$ cat src/rtl/crc_frame_ctrl_if.sv
// Byte stream handshakes and external CRC engine hookup for crc_frame_ctrl.
interface crc_frame_ctrl_if;
  logic [7:0] rx_data;
  logic       rx_valid;
  logic       rx_ready;
  logic [7:0] tx_data;
  logic       tx_valid;
  logic       tx_ready;
  logic       crc_init;
  logic       crc_en;
  logic [7:0] crc_din;
  logic [7:0] crc_val;

  modport master (
    input  rx_data, rx_valid, tx_ready, crc_val,
    output rx_ready, tx_data, tx_valid, crc_init, crc_en, crc_din
  );

  modport slave (
    output rx_data, rx_valid, tx_ready, crc_val,
    input  rx_ready, tx_data, tx_valid, crc_init, crc_en, crc_din
  );
endinterface

$ cat src/rtl/crc_frame_ctrl.sv
// Frame controller: forwards payload bytes, drives an external CRC engine,
// then appends the CRC byte. Inter-byte timeout aborts a partial frame.
module crc_frame_ctrl #(
  parameter int unsigned TIMEOUT = 50000
) (
  input  logic                    clk,
  input  logic                    rst,
  input  logic [3:0]              frame_len,
  crc_frame_ctrl_if.master        bus,
  output logic                    busy,
  output logic [3:0]              byte_cnt,
  output logic                    frame_done,
  output logic                    err
);

  localparam int unsigned TW = (TIMEOUT > 1) ? $clog2(TIMEOUT) : 1;
  localparam logic [TW-1:0] TMO_LAST = TW'(TIMEOUT - 1);

  typedef enum logic [2:0] {
    S_IDLE, S_RECV, S_FWD, S_CRC_WAIT, S_SEND_CRC, S_DONE
  } state_t;

  state_t        state_q, state_d;
  logic [3:0]    len_q, len_d;
  logic [3:0]    byte_cnt_q, byte_cnt_d;
  logic [7:0]    tx_data_q, tx_data_d;
  logic          tx_valid_q, tx_valid_d;
  logic          busy_q, busy_d;
  logic          frame_done_q, frame_done_d;
  logic          err_q, err_d;
  logic [TW-1:0] tmo_q, tmo_d;

  logic rx_rdy;
  logic accept;

  always_comb begin
    rx_rdy = !rst && ((state_q == S_IDLE) || (state_q == S_RECV));
    accept = rx_rdy && bus.rx_valid;
  end

  assign bus.rx_ready = rx_rdy;
  assign bus.crc_en   = accept;
  assign bus.crc_din  = accept ? bus.rx_data : '0;
  assign bus.crc_init = !rst && (state_q == S_IDLE) && !accept;
  assign bus.tx_data  = tx_data_q;
  assign bus.tx_valid = tx_valid_q;
  assign busy         = busy_q;
  assign byte_cnt     = byte_cnt_q;
  assign frame_done   = frame_done_q;
  assign err          = err_q;

  always_comb begin
    state_d      = state_q;
    len_d        = len_q;
    byte_cnt_d   = byte_cnt_q;
    tx_data_d    = tx_data_q;
    tmo_d        = tmo_q;
    frame_done_d = 1'b0;
    err_d        = 1'b0;
    case (state_q)
      S_IDLE: begin
        if (accept) begin
          len_d      = frame_len;
          byte_cnt_d = 4'd1;
          tx_data_d  = bus.rx_data;
          state_d    = S_FWD;
        end
      end
      S_RECV: begin
        if (accept) begin
          byte_cnt_d = byte_cnt_q + 4'd1;
          tx_data_d  = bus.rx_data;
          tmo_d      = '0;
          state_d    = S_FWD;
        end else if (tmo_q == TMO_LAST) begin
          err_d      = 1'b1;
          byte_cnt_d = '0;
          tmo_d      = '0;
          state_d    = S_IDLE;
        end else begin
          tmo_d = tmo_q + 1'b1;
        end
      end
      S_FWD: begin
        tmo_d = '0;
        // Length 0 encodes 16; the 4-bit count wraps to 0 on the 16th byte,
        // so a raw 4-bit equality covers both cases.
        if (bus.tx_ready) state_d = (byte_cnt_q == len_q) ? S_CRC_WAIT : S_RECV;
      end
      S_CRC_WAIT: begin
        tx_data_d = bus.crc_val;
        state_d   = S_SEND_CRC;
      end
      S_SEND_CRC: begin
        if (bus.tx_ready) begin
          frame_done_d = 1'b1;
          state_d      = S_DONE;
        end
      end
      S_DONE: begin
        byte_cnt_d = '0;
        state_d    = S_IDLE;
      end
      default: state_d = S_IDLE;
    endcase
    tx_valid_d = (state_d == S_FWD) || (state_d == S_SEND_CRC);
    busy_d     = (state_d != S_IDLE);
  end

  always_ff @(posedge clk) begin
    if (rst) begin
      state_q      <= S_IDLE;
      len_q        <= '0;
      byte_cnt_q   <= '0;
      tx_data_q    <= '0;
      tx_valid_q   <= 1'b0;
      busy_q       <= 1'b0;
      frame_done_q <= 1'b0;
      err_q        <= 1'b0;
      tmo_q        <= '0;
    end else begin
      state_q      <= state_d;
      len_q        <= len_d;
      byte_cnt_q   <= byte_cnt_d;
      tx_data_q    <= tx_data_d;
      tx_valid_q   <= tx_valid_d;
      busy_q       <= busy_d;
      frame_done_q <= frame_done_d;
      err_q        <= err_d;
      tmo_q        <= tmo_d;
    end
  end

endmodule

$ cat src/flat_wrapper.sv
// flat-port wrapper written by rule: the top's interface ports become plain ports
module crc_frame_ctrl_flat 
#(
  parameter int unsigned TIMEOUT = 50000
)
  (clk, rst, frame_len, busy, byte_cnt, frame_done, err, bus_rx_data, bus_rx_valid, bus_tx_ready, bus_crc_val, bus_rx_ready, bus_tx_data, bus_tx_valid, bus_crc_init, bus_crc_en, bus_crc_din);
  crc_frame_ctrl_if bus_i ();
  input  logic clk;
  input  logic rst;
  input  logic [3:0] frame_len;
  output logic busy;
  output logic [3:0] byte_cnt;
  output logic frame_done;
  output logic err;
  input wire logic [$bits(bus_i.rx_data)-1:0] bus_rx_data;
  input wire logic [$bits(bus_i.rx_valid)-1:0] bus_rx_valid;
  input wire logic [$bits(bus_i.tx_ready)-1:0] bus_tx_ready;
  input wire logic [$bits(bus_i.crc_val)-1:0] bus_crc_val;
  output wire logic [$bits(bus_i.rx_ready)-1:0] bus_rx_ready;
  output wire logic [$bits(bus_i.tx_data)-1:0] bus_tx_data;
  output wire logic [$bits(bus_i.tx_valid)-1:0] bus_tx_valid;
  output wire logic [$bits(bus_i.crc_init)-1:0] bus_crc_init;
  output wire logic [$bits(bus_i.crc_en)-1:0] bus_crc_en;
  output wire logic [$bits(bus_i.crc_din)-1:0] bus_crc_din;
  assign bus_i.rx_data = bus_rx_data;
  assign bus_i.rx_valid = bus_rx_valid;
  assign bus_i.tx_ready = bus_tx_ready;
  assign bus_i.crc_val = bus_crc_val;
  assign bus_rx_ready = bus_i.rx_ready;
  assign bus_tx_data = bus_i.tx_data;
  assign bus_tx_valid = bus_i.tx_valid;
  assign bus_crc_init = bus_i.crc_init;
  assign bus_crc_en = bus_i.crc_en;
  assign bus_crc_din = bus_i.crc_din;
  crc_frame_ctrl #(.TIMEOUT(TIMEOUT)) u_core (.clk(clk), .rst(rst), .frame_len(frame_len), .bus(bus_i), .busy(busy), .byte_cnt(byte_cnt), .frame_done(frame_done), .err(err));
endmodule
$ cat config.mk
export PLATFORM = sky130hd
export DESIGN_NAME = crc_frame_ctrl_flat
export DESIGN_NICKNAME = d
export VERILOG_FILES = /design/src/rtl/crc_frame_ctrl_if.sv /design/src/rtl/crc_frame_ctrl.sv /design/src/flat_wrapper.sv
export SDC_FILE = /design/constraint.sdc
export NUM_CORES = 1
export LEC_CHECK = 0
export ABC_AREA = 1
export CORE_MARGIN = 4
export CORE_UTILIZATION = 45
export CTS_BUF_LIST = sky130_fd_sc_hd__clkbuf_8
export DETAILED_ROUTE_END_ITERATION = 8
export PLACE_DENSITY = 0.82
export SLEW_MARGIN = 20
export SYNTH_ARGS = -nofsm -noshare
export SYNTH_HDL_FRONTEND = slang
export SYNTH_SLANG_ARGS = --single-unit
$ cat constraint.sdc
create_clock -name clk -period 1.34 [get_ports clk]
set_clock_uncertainty 0.05 [all_clocks]
set_input_delay 0.268 -clock clk [delete_from_list [all_inputs] [get_ports clk]]
set_output_delay 0.268 -clock clk [all_outputs]
set_load 0.02 [all_outputs]
# [After elaboration in Yosys (flattened, before gate mapping)]
# Cells that the tools add are included.
[totals] reg_bits=39
[classes] mux=19 eq_ne=12 reduce_logical=19 add_sub_neg=2 bitwise_logic=2
[ops] op="two-way mux 16 bit" n=2
[ops] op="case mux 16 bit (2 select lines)" n=1
[ops] op="adder 16 x 1 -> 16 bit, second input constant" n=1
[ops] op="equality test 16 bit, second input constant" n=1
[ops] op="two-way mux 8 bit" n=2
[ops] op="case mux 8 bit (2 select lines)" n=1
[ops] op="two-way mux 3 bit" n=5
[ops] op="case mux 3 bit (5 select lines)" n=1
[ops] op="two-way mux 4 bit" n=3
[ops] op="case mux 4 bit (3 select lines)" n=1
[ops] op="equality test 3 x 2 -> 1 bit, second input constant" n=3
[ops] op="equality test 3 bit, second input constant" n=3
[ops] op="nonzero test 3 bit" n=2
[ops] op="adder 4 x 1 -> 4 bit, second input constant" n=1
[ops] op="equality test 4 bit" n=1
[ops] op="logical AND 1 bit" n=4
[ops] op="!= test 2 x 1 -> 1 bit, second input constant" n=2
[ops] op="AND reduction 2 bit" n=2
[ops] op="nonzero test 2 bit" n=2
[ops] op="OR reduction 2 bit" n=2
[ops] op="equality test 3 x 1 -> 1 bit, second input constant" n=1
[ops] op="logical NOT 3 bit" n=1
[ops] op="!= test 3 x 2 -> 1 bit, second input constant" n=1
[ops] op="AND reduction 3 bit" n=1
[ops] op="other kinds (6)" n=10

# [Longest topological paths before layout]
# Gate-level depths: netlist of run 1.
[logic_depth] word_depth=8 mapped_depth=11 depth_no_buf=11

# [Least setup slack after synthesis of run 1]
# No wires, ideal clock.
[synth_timing] path_kind="register -> output" from="reg u_core.state_q[1]" to="out bus_crc_init" slack_ns=-0.491 t_arrival_ns=1.513 required_time_ns=1.022 stages_incl_launch_ff=7 path_cell_list="dfxtp_1 buf_2 nor2_1 nand3_2 inv_2 buf_4 nor4_1"
[synth_via] elab_chain_cells=6 word_cells_on_any_way=8
[synth_lines] item="start, declared" line_no="crc_frame_ctrl.sv:23" source="state_t state_q, state_d;"
[synth_lines] item="start signal, assigned" line_no="crc_frame_ctrl.sv:122" source="state_q <= state_d;"
[synth_lines] item="equality test 3 x 1 -> 1 bit or logical NOT 3 bit (tied branches)" line_no="crc_frame_ctrl.sv:37" source="rx_rdy = !rst && ((state_q == S_IDLE) || (state_q == S_RECV));"
[synth_lines] item="logical OR 1 bit *" line_no="crc_frame_ctrl.sv:37"
[synth_lines] item="logical AND 1 bit *" line_no="crc_frame_ctrl.sv:37"
[synth_lines] item="logical AND 1 bit *" line_no="crc_frame_ctrl.sv:38" source="accept = rx_rdy && bus.rx_valid;"
[synth_lines] item="net bus_crc_en" line_no="flat_wrapper.sv:23" source="output wire logic [$bits(bus_i.crc_en)-1:0] bus_crc_en;"
[synth_lines] item="logical NOT 1 bit *" line_no="crc_frame_ctrl.sv:44" source="assign bus.crc_init = !rst && (state_q == S_IDLE) && !accept;"
[synth_lines] item="logical AND 1 bit *" line_no="crc_frame_ctrl.sv:44"
[synth_lines] item="end, declared" line_no="flat_wrapper.sv:22" source="output wire logic [$bits(bus_i.crc_init)-1:0] bus_crc_init;"
# The timed path passes the listed nets; every way through them passes the cells marked *.

# [Worst setup path in the final report of run 1]
[layout_timing] from="reg u_core.state_q[1]" to="out bus_crc_din[7]"
[layout_via] elab_chain_cells=5 word_cells_on_any_way=6
[layout_lines] item="equality test 3 x 1 -> 1 bit or logical NOT 3 bit (tied branches)" line_no="crc_frame_ctrl.sv:37"
[layout_lines] item="logical OR 1 bit *" line_no="crc_frame_ctrl.sv:37"
[layout_lines] item="logical AND 1 bit *" line_no="crc_frame_ctrl.sv:37"
[layout_lines] item="logical AND 1 bit *" line_no="crc_frame_ctrl.sv:38"
[layout_lines] item="two-way mux 8 bit *" line_no="crc_frame_ctrl.sv:43" source="assign bus.crc_din = accept ? bus.rx_data : '0;"
[layout_lines] item="end, declared" line_no="flat_wrapper.sv:24" source="output wire logic [$bits(bus_i.crc_din)-1:0] bus_crc_din;"
# Mark *: on every way between the ends. The rest lies on a longest branch, timed or not.

==> impl_results.md, run 1 <==
* Tot Pwr at 2.838 mW
* Yosys warnings at 0
* Yosys top cell area share at 39.62%
* Slew @ Worst Pin at 0.3294 ns
* Pwr dens at 814.3 mW/mm^2
* Reg-to-Reg Start: u_core.tmo_q[4]
* Initial antenna violation count at 0
* Routed WL per cell at 17.70 um
* Vias per cell at 5.778
* Busiest layer in global routing: met2
* Synth area leader: dfxtp_1
* Worst slack, placed at -0.8080 ns
* First-pass GRT wire length at 11180 um
* Antenna cells at 0
* DP Cell Count at 445
* Clock root cell: clkbuf_8
* Clk sink count at 39
* Core box area at 0.004115 sq mm
* Seq/Total Area, Yosys at 39.62%
* Largest net degree at the start of global routing at 16
* Startpoint type of the worst setup path: flop
* Drt first pass iters at 6
* Die Ht at 74.18 um
* Synthesized flop and latch total at 39
* Fin. Hold Viols at 0
* Syn nets at 324
* Hold path startpoint: u_core.bus.tx_data[6]
* GR Layer Usage met1 at 31.68%
* Pleak at 1.656 nW
* Main area contributors after synthesis: dfxtp_1, nand2_1, a21oi_1, inv_1, nor2_1
* # fillers at 220
* Worst path required time at 1.02 ns
* Finished Core Util at 84.68%
* PortBufs at 50
* Unrepaired setup endpoints after global routing: true
* CTS clk-pin slew, worst paths at 0.08 ns
* Hold Crit Class: reg -> reg
* Post-route clock period utilization at 125.3%
* Unique masters post-synth at 28
* Synthesized area per cell at 6.613 sq um
* Post-synth EDFFs at 0
* Initial Util at 47.89%
* CP endpoint kind: output pin
* Min Hold Slack at 0.4149 ns
* H-Tree Depth at 2
* Fin worst setup slack at -0.3391 ns
* Hpwl dp at 4408 um
* Max clock buf depth at 2
* Vias at 2681
* Worst-path fanout max at 10
* Worst skew pair latency at 0.31 ns
* Cells after synthesis at 298
* Failing checks: setup timing
* Mapped Area at 0.001971 sq mm
* Chip width at 74.18 um
* Met3 GRT Util at 6.216%
* CP arrival at 1.36 ns
* Crit path time final at 1.679 ns
* Vias in the first global route at 2478
* CTS tree: built
* Critical path class: reg -> out
* Global route total overflow at 0
* IO Pins at 51
* GR met2 Demand/Resource at 44.78%
* Synth-to-layout area growth at 76.83%
* Worst slew margin at 77.89%
* MaxCap Viol Count at 0
* Pins over their slew limit at 0
* Crit path from: u_core.state_q[1]
* Initial DRC Count at 330
* Top_reg_cell synth: dfxtp_1
* Max VDD drop at 750.1 uV
* Fmax at 595.5 MHz
* Outcome: finished, violations left
* CTS Hold Bufs at 0
* Final net count at 439
* Final WL at 8212 um
* Setup violators final at 37
* Post-Layout Cell Count at 464
* Routed Antenna Nets at 0
* Row count at 23
* Die ar. at 0.005502 sq mm
* Share of layout cells above drive strength 1 at 40.82%
* Total CTS buffers at 5
* Routability cong. at 0.8911
* Asr flop ratio synth at 0%
* DR DRC count at 0
* GRT Total Usage at 26.50%
## through the flow
stage / TNS (ns) / cell area (sq um)
finish: -7.972 / 3485
global route: -9.767 / 3485
CTS: -5.379 / 3254
detailed placement: -22.62 / 2968
global placement: -21.31 / 2968
floorplan: -0.1918 / 2039
## cell families after synthesis
group,synth area share [%]
buf+inv,10.35
flops,39.62
fa+ha+maj,1.270
xor+xnor,0.8891
compound gates,13.78
simple gates,34.10
## worst max-delay path, cell delays in order (launching register included)
cell	delay [ns]
dfxtp_2	0.36
nor2_4	0.11
nand3_4	0.09
inv_4	0.08
buf_12	0.12
nand2_1	0.09
inv_2	0.08
buf_6	0.11
## synth_stat cells, types with 3 or more instances
master     n
nand2_1   68
dfxtp_1   39
a21oi_1   38
inv_1     33
nor2_1    30
nand3_1   22
inv_2     13
nand4_1   11
o21ai_0   11
nor3_1     7
clkbuf_1   3
## layer usage
layer | vias to the layer above | wire, um
met5 | - | 0
met4 | 0 | 335
met3 | 48 | 705
met2 | 192 | 3996
met1 | 1239 | 3174
li1 | 1202 | -
## final timing paths
path / slack [ns] / cells past startpoint / to
max: -0.34 / 7 / bus_crc_din[7]
min: 0.41 / 2 / u_core.bus.tx_data[6]
max reg2reg: -0.32 / 10 / u_core.tmo_q[13]
min reg2reg: 0.41 / 2 / u_core.bus.tx_data[6]
## final cells by class
| class | instances | area (sq um) | area share [%] |
|---|---|---|---|
| Sequential cell | 39 | 792.0 | 22.73 |
| Inverter | 46 | 190.2 | 5.458 |
| Clock buffer | 6 | 82.58 | 2.370 |
| Clock inverter | 2 | 35.03 | 1.005 |
| Multi-Input combinational cell | 208 | 1324 | 37.99 |
| Timing Repair Buffer | 113 | 998.5 | 28.65 |
| Tap cell | 50 | 62.56 | 1.795 |
## registers in the layout (all words and copies together), names as in the netlist
signal,flops
u_core.bus.tx_data,8
u_core.byte_cnt,4
u_core.state_q,3
u_core.frame_done,1
u_core.len_q,4
u_core.busy,1
u_core.bus.tx_valid,1
u_core.err,1
u_core.tmo_q,16
## repair_timing
| action | in CTS | in global routing |
|---|---|---|
| cloned | 1 | 0 |
| hold endpoints to repair | 0 | 0 |
| pin swaps | 12 | 21 |
| gates resized for setup | 126 | 56 |
| setup endpoints to repair | 57 | 47 |
| buffers inserted | 6 | 5 |
## layout by cell type, fill, tap and decap left out, types with 8 or more instances in the layout
cell / synthesis / final
a21oi_1: 38 / 30
a21oi_2: 1 / 8
buf_4: 2 / 55
buf_6: 0 / 17
clkdlybuf4s50_1: 0 / 21
dfxtp_1: 39 / 30
dfxtp_2: 0 / 9
dlygate4sd2_1: 0 / 17
inv_1: 33 / 26
inv_2: 13 / 15
nand2_1: 68 / 51
nand2_2: 2 / 8
nand2_4: 1 / 12
nand3_1: 22 / 15
nand4_1: 11 / 11
nor2_1: 30 / 22
## report_power, final
group / total (mW) / internal (mW) / switching [mW]
combinational: 0.568 / 0.252 / 0.316
sequential: 1.21 / 1.19 / 0.0172
clock: 1.06 / 0.603 / 0.459
total: 2.84 / 2.04 / 0.793
Power figures use the tool's default switching activity.
==> inputs of run 2 (changes only) <==
--- a/config.mk
+++ b/config.mk
@@ -11,6 +11,7 @@
 export CTS_BUF_LIST = sky130_fd_sc_hd__clkbuf_8
 export DETAILED_ROUTE_END_ITERATION = 8
 export PLACE_DENSITY = 0.82
+export SKIP_LAST_GASP = 1
 export SLEW_MARGIN = 20
 export SYNTH_ARGS = -nofsm -noshare
 export SYNTH_HDL_FRONTEND = slang
==> impl_results.md, run 2 (synthesis results as in run 1) <==
* Critical-path cell list: nor2_4 > nand3_4 > inv_4 > buf_12 > nand2_1 > inv_2 > buf_6 (unchanged)
* Post-route clock period utilization at 125.2% (was 125.3%)
* Worst slew margin at 73.75% (was 77.89%)
* Max VDD drop at 604.9 uV (was 750.1 uV)
* Setup violators final at 40 (was 37)
* Total CTS buffers at 5 (unchanged)
* DR DRC count at 0 (unchanged)
* Fmax at 595.9 MHz (was 595.5 MHz)
* Design area at 0.003496 sq mm (was 0.003485 sq mm)
* CTS Hold Bufs at 0 (unchanged)
* Routed Antenna Nets at 0 (unchanged)
* Routed WL per cell at 18.60 um (was 17.70 um)
* CP bufs+invs at 4 (unchanged)
* Vias in the first global route at 2462 (was 2478)
* CTS clk-pin slew, worst paths at 0.08 ns (about the same)
* Max clock buf depth at 2 (unchanged)
* Leading cell types in the layout, fill and taps excluded: buf_4, nand2_1, a21oi_1 (was buf_4, nand2_1, a21oi_1, dfxtp_1, inv_1)
* Outcome: finished, violations left (unchanged)
* Crit path time final at 1.678 ns (was 1.679 ns)
* DP Area at 0.002968 sq mm (unchanged)
* PortBufs at 50 (unchanged)
* Largest net degree at the start of global routing at 16 (unchanged)
* Worst skew pair latency at 0.30 ns (was 0.31 ns)
* Startpoint type of the worst setup path: flop (unchanged)
* Fin. Hold Viols at 0 (unchanged)
* Share of layout cells above drive strength 1 at 41.11% (was 40.82%)
* Clk sink count at 39 (unchanged)
* H-Tree Depth at 2 (unchanged)
* Clock root cell: clkbuf_8 (unchanged)
* IO Pins at 51 (unchanged)
* Global route total overflow at 0 (unchanged)
* CP arrival at 1.36 ns (about the same)
* Hpwl dp at 4408 um (unchanged)
* Slowest cell on crit path: dfxtp_2 (unchanged)
* Worst path required time at 1.02 ns (about the same)
* Hold Crit Class: reg -> reg (unchanged)
* Chip width at 74.18 um (unchanged)
* Die ar. at 0.005502 sq mm (unchanged)
* Antenna cells at 0 (unchanged)
* Core box area at 0.004115 sq mm (unchanged)
* Initial DRC Count at 300 (was 330)
* Top delay family on crit path: buffers and inverters (unchanged)
* GRT Total Usage at 26.39% (was 26.50%)
* Pins over their slew limit at 0 (unchanged)
* Fin worst setup slack at -0.3381 ns (was -0.3391 ns)
* Row count at 23 (unchanged)
* First-pass GRT wire length at 11140 um (was 11180 um)
* Routability cong. at 0.8911 (unchanged)
* Max FFs per register at 16 (unchanged)
* Final WL at 8667 um (was 8212 um)
* Synth-to-layout area growth at 77.40% (was 76.83%)
* Die Ht at 74.18 um (unchanged)
* Drt first pass iters at 5 (was 6)
* Finished Core Util at 84.95% (was 84.68%)
* Initial Util at 47.89% (unchanged)
* Pleak at 1.687 nW (was 1.656 nW)
* Pwr dens at 809.4 mW/mm^2 (was 814.3 mW/mm^2)
* CTS tree: built (unchanged)
* CP endpoint kind: output pin (unchanged)
* MaxCap Viol Count at 0 (unchanged)
* Final net count at 441 (was 439)
* Worst-path fanout max at 10 (unchanged)
* Max incr delay on CP at 0.34 ns (was 0.36 ns)
* Reg with most FFs: u_core.tmo_q (unchanged)
* Critical path class: reg -> out (unchanged)
* Initial antenna violation count at 0 (unchanged)
* Unrepaired setup endpoints after global routing: true (unchanged)
* Vias at 2764 (was 2681)
* Failing checks: setup timing (unchanged)
* Slew @ Worst Pin at 0.3911 ns (was 0.3294 ns)
* Vias per cell at 5.931 (was 5.778)
* Most common cell after layout, fill and taps aside: buf_4 (unchanged)
run 2: cell types whose count changed in the layout (fill, tap and decap cells not counted), moves of 2 or more:
cell	change
nor2_1	-2
dfxtp_1	-2
buf_4	+2
a21oi_2	-2
nor3_1	+3
a21oi_1	+2
dfxtp_2	+2
nor3_2	-3
run 2: metrics by stage:
stage	worst slack [ns]	hold slack [ns]	TNS, ns	cells	total power, mW
2_1_floorplan	-0.09386	0.2896	-0.1918	298	1.460
3_3_place_gp	-0.7745	0.4001	-21.31	445	1.692
3_5_place_dp	-0.8080	0.4056	-22.62	445	1.702
4_1_cts	-0.2709	0.4152	-5.405	459	2.748
5_1_grt	-0.3810	0.4430	-9.565	466	2.908
6_report	-0.3381	0.4129	-6.594	466	2.829
run 2: metal layers:
metal  wire length [um]  track usage (%)  vias up
li1                   -                -     1201
met1               3332            31.60     1293
met2               4135            44.09      205
met3                700            6.892       65
met4                498            12.27        0
met5                  0                0        -
run 2: worst paths after layout:
path                         start                     to  slack (ns)  cells after the start
min          u_core.bus.tx_data[6]  u_core.bus.tx_data[6]        0.41                      2
max reg2reg      u_core.state_q[2]        u_core.tmo_q[6]       -0.23                     10
min reg2reg  u_core.bus.tx_data[6]  u_core.bus.tx_data[6]        0.41                      2
max              u_core.state_q[2]         bus_crc_din[0]       -0.34                      7
run 2: worst min-delay path, delay by kind of cell, from the launching register on:
kind	cells	cell delay, ns
AO/OA/AOI/OAI	1	0.05
AND/OR/NAND/NOR	1	0.06
flip-flops	1	0.31
run 2: power by group:
part | internal (mW) | leakage (nW) | total [mW] | switching (mW)
clock | 0.603 | 0.0612 | 1.04 | 0.436
sequential | 1.19 | 0.322 | 1.21 | 0.0168
combinational | 0.256 | 1.30 | 0.584 | 0.328
run 2: cell type report:
class | count | area (sq um)
tap | 50 | 62.56
multi-input combinational | 208 | 1318
clock buffer | 6 | 82.58
sequential | 39 | 794.5
clock inverter | 2 | 35.03
inverter | 46 | 190.2
timing repair buffer | 115 | 1013
fill | 227 | 619.3
run 2: repair_timing:
action | in CTS | in global routing
pin swaps | 12 | 22
gates cloned | 1 | 0
resized for setup | 125 | 58
setup endpoints to repair | 57 | 47
buffers inserted | 6 | 7
==> inputs of run 3 (changes only) <==
--- a/config.mk
+++ b/config.mk
@@ -6,6 +6,7 @@
 export NUM_CORES = 1
 export LEC_CHECK = 0
 export ABC_AREA = 1
+export CAP_MARGIN = 20
 export CORE_MARGIN = 4
 export CORE_UTILIZATION = 45
 export CTS_BUF_LIST = sky130_fd_sc_hd__clkbuf_8
==> results of run 3 <==
Same layout as run 2: the final DEF is identical, and so are final timing and power.
